[src/rtl/morse_sequencer.sv]
// Morse letter sequencer: a 4-deep FIFO of 3-bit letter codes (A..H) feeding
// a fixed-rate serializer that emits each letter's 12-slot on/off pattern,
// followed by GAP_SLOTS low slots between letters.
module morse_sequencer #(
  parameter int TICK_DIV  = 250,
  parameter int GAP_SLOTS = 3
) (
  input  logic       ClockIn,
  input  logic       Resetn,
  input  logic [2:0] LetterIn,
  input  logic       LetterValid,
  output logic       LetterReady,
  input  logic       Abort,
  output logic       DotDashOut,
  output logic       Busy,
  output logic [2:0] Count
);

  typedef enum logic [1:0] {
    IDLE  = 2'd0,
    LOAD  = 2'd1,
    SHIFT = 2'd2,
    GAP   = 2'd3
  } state_t;

  localparam logic [7:0] DIV_RELOAD = 8'(TICK_DIV - 1);
  localparam logic [2:0] GAP_RELOAD = 3'(GAP_SLOTS - 1);

  // Letter code to on/off slot pattern, first slot in bit 11.
  function automatic logic [11:0] letter_pattern(input logic [2:0] code);
    logic [11:0] pat;
    case (code)
      3'd0:    pat = 12'b1011_1000_0000;  // A
      3'd1:    pat = 12'b1110_1010_1000;  // B
      3'd2:    pat = 12'b1110_1011_1010;  // C
      3'd3:    pat = 12'b1110_1010_0000;  // D
      3'd4:    pat = 12'b1000_0000_0000;  // E
      3'd5:    pat = 12'b1010_1110_1000;  // F
      3'd6:    pat = 12'b1110_1110_1000;  // G
      3'd7:    pat = 12'b1010_1010_0000;  // H
      default: pat = 12'b0000_0000_0000;
    endcase
    return pat;
  endfunction

  state_t      state_q;
  logic        dot_q;
  logic [11:0] shreg_q;
  logic [3:0]  bit_cnt_q;
  logic [2:0]  gap_cnt_q;
  logic [7:0]  div_q;

  logic [2:0]  mem_q [4];
  logic [1:0]  wr_ptr_q;
  logic [1:0]  rd_ptr_q;
  logic [2:0]  count_q;
  logic [2:0]  count_d;

  logic        push_s;
  logic        pop_s;
  logic        tick_s;
  logic [11:0] head_pat_s;

  // FIFO handshake, occupancy next-state, slot tick and head pattern lookup.
  always_comb begin
    push_s     = 1'b0;
    pop_s      = 1'b0;
    count_d    = count_q;
    tick_s     = (state_q != IDLE) && (div_q == 8'd0);
    head_pat_s = letter_pattern(mem_q[rd_ptr_q]);
    if (Abort) begin
      // Flush wins over everything, including a simultaneous push.
      push_s  = 1'b0;
      pop_s   = 1'b0;
      count_d = 3'd0;
    end else begin
      pop_s  = (state_q == LOAD) && (count_q != 3'd0);
      // A full FIFO still accepts a push when the head leaves on the same edge.
      push_s = LetterValid && ((count_q < 3'd4) || pop_s);
      if (push_s && !pop_s) begin
        count_d = count_q + 3'd1;
      end else if (pop_s && !push_s) begin
        count_d = count_q - 3'd1;
      end else begin
        count_d = count_q;
      end
    end
  end

  // FIFO storage, pointers and occupancy.
  always_ff @(posedge ClockIn or negedge Resetn) begin
    if (!Resetn) begin
      for (int i = 0; i < 4; i++) begin
        mem_q[i] <= 3'd0;
      end
      wr_ptr_q <= 2'd0;
      rd_ptr_q <= 2'd0;
      count_q  <= 3'd0;
    end else begin
      count_q <= count_d;
      if (Abort) begin
        wr_ptr_q <= 2'd0;
        rd_ptr_q <= 2'd0;
      end else begin
        if (push_s) begin
          mem_q[wr_ptr_q] <= LetterIn;
          wr_ptr_q        <= wr_ptr_q + 2'd1;
        end
        if (pop_s) begin
          rd_ptr_q <= rd_ptr_q + 2'd1;
        end
      end
    end
  end

  // Sequencer FSM with slot divider, pattern shifter and registered output.
  always_ff @(posedge ClockIn or negedge Resetn) begin
    if (!Resetn) begin
      state_q   <= IDLE;
      dot_q     <= 1'b0;
      shreg_q   <= 12'd0;
      bit_cnt_q <= 4'd0;
      gap_cnt_q <= 3'd0;
      div_q     <= DIV_RELOAD;
    end else if (Abort) begin
      state_q   <= IDLE;
      dot_q     <= 1'b0;
      shreg_q   <= 12'd0;
      bit_cnt_q <= 4'd0;
      gap_cnt_q <= 3'd0;
      div_q     <= DIV_RELOAD;
    end else begin
      // Divider idles at its reload value and restarts at every slot boundary.
      if ((state_q == IDLE) || (state_q == LOAD) || tick_s) begin
        div_q <= DIV_RELOAD;
      end else begin
        div_q <= div_q - 8'd1;
      end
      case (state_q)
        IDLE: begin
          dot_q <= 1'b0;
          if (count_q != 3'd0) begin
            state_q <= LOAD;
          end
        end
        LOAD: begin
          // First slot goes out on the same edge the head is popped.
          dot_q     <= head_pat_s[11];
          shreg_q   <= {head_pat_s[10:0], 1'b0};
          bit_cnt_q <= 4'd11;
          state_q   <= SHIFT;
        end
        SHIFT: begin
          if (tick_s) begin
            if (bit_cnt_q != 4'd0) begin
              dot_q     <= shreg_q[11];
              shreg_q   <= {shreg_q[10:0], 1'b0};
              bit_cnt_q <= bit_cnt_q - 4'd1;
            end else begin
              dot_q     <= 1'b0;
              gap_cnt_q <= GAP_RELOAD;
              state_q   <= GAP;
            end
          end
        end
        GAP: begin
          dot_q <= 1'b0;
          if (tick_s) begin
            if (gap_cnt_q != 3'd0) begin
              gap_cnt_q <= gap_cnt_q - 3'd1;
            end else if (count_q != 3'd0) begin
              state_q <= LOAD;
            end else begin
              state_q <= IDLE;
            end
          end
        end
        default: begin
          state_q <= IDLE;
          dot_q   <= 1'b0;
        end
      endcase
    end
  end

  assign DotDashOut  = dot_q;
  assign Busy        = (state_q != IDLE);
  assign Count       = count_q;
  assign LetterReady = (count_q < 3'd4);

endmodule

[config.mk]
export PLATFORM = sky130hd
export DESIGN_NAME = morse_sequencer
export DESIGN_NICKNAME = d
export VERILOG_FILES = /design/src/rtl/morse_sequencer.sv
export SDC_FILE = /design/constraint.sdc
export NUM_CORES = 1
export LEC_CHECK = 0
export ABC_AREA = 1
export BUFFER_PORTS_ARGS = -buffer_cell sky130_fd_sc_hd__buf_2
export CORE_ASPECT_RATIO = 0.9
export CORE_UTILIZATION = 30
export DETAILED_ROUTE_END_ITERATION = 16
export GPL_TIMING_DRIVEN = 0
export PLACE_DENSITY_LB_ADDON = 0.12
export SYNTH_ARGS = -nofsm -noshare
export SYNTH_HDL_FRONTEND = slang
export SYNTH_SLANG_ARGS = --single-unit
[constraint.sdc]
create_clock -name ClockIn -period 2.4 [get_ports ClockIn]
set_input_delay 0.12 -clock ClockIn [delete_from_list [all_inputs] [get_ports ClockIn]]
set_output_delay 0.12 -clock ClockIn [all_outputs]
set_load 0.02 [all_outputs]
==> metrics.md <==
| Metric | Value |
|---|---|
| Result of the run | `completed` |
| First-pass GRT wire length | `10500 um` |
| Clk sink count | `47` |
| Final-stage net count | `369` |
| Psw | `1.30 mW` |
| DP Cell Count | `456` |
| Residual DRC count | `0` |
| Routability-driven placement congestion ratio | `slightly below 0.8` |
| Final slew viol count | `0` |
| Time the worst path needs with I/O delays and setup | `2.04 ns` |
| Reg2reg setup slack | `around 0.36 ns` |
| Largest vdd supply drop | `approximately 310 uV` |
| Number of global-route vias before repair | `~2100` |
| Worst-path cell chain | `inv_1 > ha_1 > inv_1 > a21oi_1 > nand2_1 > inv_1 > fa_1 > nor2_1 > nand2_1 > o21ai_0` |
| H-tree lvl count | `2` |
| Worst-Skew Late Latency | `0.30 ns` |
| Crit share post-route | `between 80% and 90%` |
| Number of DRC markers in iteration 0 | `110` |
| Power share of the sequential group | `39.0%` |
| Met2 WL post-DR | `2390 um` |
| Die span in y | `91.3 um` |
| Req. time, crit path | `2.62 ns` |
| M1 WL | `3130 um` |
| Distinct cell type count of the synthesized netlist | `32` |
| Clk network pwr share | `16.4%` |
| Die area | `0.00924 mm^2` |
| Ant diodes | `0` |
| Layout Area Growth over Synthesis | `11.1%` |
| MaxCap Viol Count | `0` |
| Worst reg2reg endpoint | `Count[1]` |
| Top routing layer in use | `met4` |
| TritonCTS clock tree | `done` |
| Maximum number of pins on one net before global-route repair | `48` |
| Remaining max-slew budget at the tightest pin | `26.3%` |
| Cell type with the highest occurrence count on the critical path | `sky130_fd_sc_hd__inv_1` |
| Total GRT Usage | `14.5%` |
| Startpoint-to-endpoint class of the critical path | `reg2reg` |
| Number of buffers added to fix hold violations after cts | `0` |
| Setup repair after global routing missed its margin | `false` |
| First drt pass iteration count | `4` |
| Layout cells sized above 1 | `13.0%` |
| Post-Route Skew | `approximately 0.0099 ns` |
| Count of final hold-check violations | `0` |
| Number of synthesized register bits | `47` |
| Actual transition at the worst max-transition pin | `1.10 ns` |
| Met3 wire length | `146 um` |
| DP Wirelength | `4160 um` |
| Clk root buf | `sky130_fd_sc_hd__clkbuf_8` |
| FP Rows | `32` |
| Via density per instance | `4.47` |
| TNS Setup | `0 ns` |
| Switching share of power | `42.3%` |
| Reg2reg start | `state_q[1]` |
| Cell Area, Synth | `0.00266 mm^2` |
| Port Buf Inserts | `11` |
| Arrival time of data at the critical path endpoint | `2.26 ns` |
| Setup crit start kind | `flop` |
| Count of pins on the block boundary | `13` |
| Final Total Pwr | `3.08 mW` |
| Proportion of synthesized chip area in sequential cells | `44.5%` |
| Peak per-stage delay on the critical path | `0.45 ns` |
| Post-CTS sizing | `0` |
| Overflow left after global routing | `0` |
| Endpoints failing setup | `0` |
| Power Internal | `roughly 1.8 mW` |
| Number of nets with antenna violations after detailed routing | `0` |
| Leakage power summed over all cells | `1.44 nW` |
| Initial standard-cell utilization of the core | `between 30% and 40%` |
| Relative contribution of combinational cells to total power | `around 45%` |
| Layout Cells excl Fill | `464` |
| Worst Reg2Reg Path Length in Cells | `10` |
| Avg Cell Area, Syn | `8.15 um^2` |
| Type of destination of the critical path | `flop` |
| Wire length per cell after detailed routing | `12.4 um` |
| Maximum fanout along the worst path | `6` |
| Master of the slowest instance on the critical path | `sky130_fd_sc_hd__dfrtp_1` |
| Total wire length | `5750 um` |
| Worst-case clock buffer depth | `2` |
| Core Region | `0.00857 mm^2` |
| Net Count, Synth | `351` |
| DR vias | `2076` |
| Type of the worst min-delay path | `in2async` |
| Post-CTS Setup Bufs | `0` |
| Synthesis warning total | `0` |
| Number of antenna violations at the first check in global routing | `0` |
| Reg clk slew, reported paths | `0.09 ns` |
| Cells after synthesis | `326` |
| Clock buffer count from CTS | `5` |
| Achievable frequency | `491 MHz` |
| Areal power density over the cells | `1040 mW/mm^2` |
| Die boundary width | `101 um` |
==> sequential cells by signal, indices dropped and copies added, names as in the netlist <==
register,flops
DotDashOut,1
bit_cnt_q,4
Count,3
shreg_q,10
state_q,2
div_q,8
rd_ptr_q,2
gap_cnt_q,3
mem_q,12
wr_ptr_q,2
==> layout by cell type, fill, tap and decap left out, drive strengths merged <==
cell type	count
nor2	30
dfrtp	41
buf	16
o211ai	2
o21ai	31
a32oi	1
a32o	1
nand4	4
fa	1
a31oi	1
nand2	99
nand3	24
nor4	1
clkinv	1
dfstp	6
ha	17
inv	39
nor3	3
nand3b	4
a21oi	12
o22ai	2
clkbuf	8
xnor2	1
==> worst max-delay path by stage <==
stage               start        to  slack [ns]  cells past startpoint
6_report       state_q[1]  Count[1]        0.36                     10
5_1_grt        state_q[1]  Count[1]        0.17                     10
4_1_cts        state_q[1]  Count[1]        0.36                     10
3_5_place_dp   state_q[1]  Count[1]        0.39                     10
3_3_place_gp   state_q[1]  Count[1]        0.41                     10
2_1_floorplan    Count[2]  Count[2]        0.55                      9
==> cells in the mapped netlist <==
cell                        n  area, um^2
sky130_fd_sc_hd__a21oi_1   12        60.1
sky130_fd_sc_hd__o211ai_1   2        15.0
sky130_fd_sc_hd__dfstp_2    6         158
sky130_fd_sc_hd__o21ai_2    3        26.3
sky130_fd_sc_hd__nor2_4     3        33.8
sky130_fd_sc_hd__nand2_1   97         364
sky130_fd_sc_hd__nor2_1    25        93.8
sky130_fd_sc_hd__dfrtp_1   41        1030
sky130_fd_sc_hd__a32oi_1    1        8.76
sky130_fd_sc_hd__inv_1     36         135
sky130_fd_sc_hd__nand2_4    2        22.5
sky130_fd_sc_hd__o21ai_0   23         115
sky130_fd_sc_hd__nor3_1     3        15.0
sky130_fd_sc_hd__o21ai_1    4        20.0
sky130_fd_sc_hd__inv_4      3        18.8
sky130_fd_sc_hd__xnor2_1    1        8.76
sky130_fd_sc_hd__nand3_2    1        10.0
sky130_fd_sc_hd__nand3b_1   4        30.0
sky130_fd_sc_hd__fa_1       1        20.0
sky130_fd_sc_hd__o21ai_4    1        16.3
sky130_fd_sc_hd__o22ai_1    2        12.5
sky130_fd_sc_hd__nand3_1   22         110
sky130_fd_sc_hd__clkbuf_1   1        3.75
sky130_fd_sc_hd__nor4_1     1        6.26
sky130_fd_sc_hd__ha_1      17         213
sky130_fd_sc_hd__a31oi_1    1        6.26
sky130_fd_sc_hd__nand4_1    4        25.0
sky130_fd_sc_hd__buf_6      3        33.8
sky130_fd_sc_hd__nand3_4    1        17.5
sky130_fd_sc_hd__nor2_2     2        12.5
sky130_fd_sc_hd__a32o_1     1        10.0
sky130_fd_sc_hd__buf_2      2        10.0
==> logic make-up (layout without fill, tap and decap cells) <==
| logic type | Yosys count | count (layout) | synth area share [%] |
|---|---|---|---|
| AO/OA/AOI/OAI | 50 | 50 | 10.9 |
| XOR/XNOR | 1 | 1 | 0.330 |
| adder cells (fa/ha/maj) | 18 | 18 | 8.76 |
| buffers and inverters | 45 | 64 | 7.58 |
| flip-flops | 47 | 47 | 44.5 |
| AND/OR/NAND/NOR | 165 | 165 | 27.9 |
==> layout make-up <==
class | instances | area, um^2
fillers | 931 | 5620
clock inverters | 1 | 5.00
well taps | 119 | 149
clock buffers | 7 | 86.3
multi-input cells | 234 | 1270
repair buffers | 11 | 55.1
plain buffers | 6 | 47.5
inverters | 39 | 154
flip-flops and latches | 47 | 1180
==> power groups by stage <==
stage	Clock (mW)	Combinational (mW)	Sequential (mW)
after floorplan	0	1.04	1.21
after global placement	0	1.38	1.21
after detailed placement	0	1.39	1.22
after CTS	0.533	1.40	1.21
after global routing	0.572	1.64	1.24
final	0.505	1.37	1.20
==> metal layers <==
layer,vias to the layer above,global-route usage (%)
met4,0,4.83
met5,-,0
met2,23,21.7
met1,961,20.8
li1,1083,-
met3,9,2.85
==> worst max-delay path: cells and delay by family (launching register included) <==
kind / cells / cell delay [ns]
flip-flops: 1 / 0.45
AO/OA/AOI/OAI: 2 / 0.23
adder cells (fa/ha/maj): 2 / 0.67
buffers and inverters: 3 / 0.30
AND/OR/NAND/NOR: 3 / 0.31
==> metrics by stage <==
stage | area [um^2] | util [%] | hold slack, ns | setup WS [ns]
after global placement | 2860 | 33.4 | 0.414 | 0.408
after CTS | 2950 | 34.5 | 0.0818 | 0.364
after global routing | 2950 | 34.5 | 0.121 | 0.167
after detailed placement | 2860 | 33.4 | 0.415 | 0.392
after floorplan | 2660 | - | -0.176 | 0.545
final | 2950 | 34.5 | 0.0270 | 0.362
(Power assumes the default switching activity.)
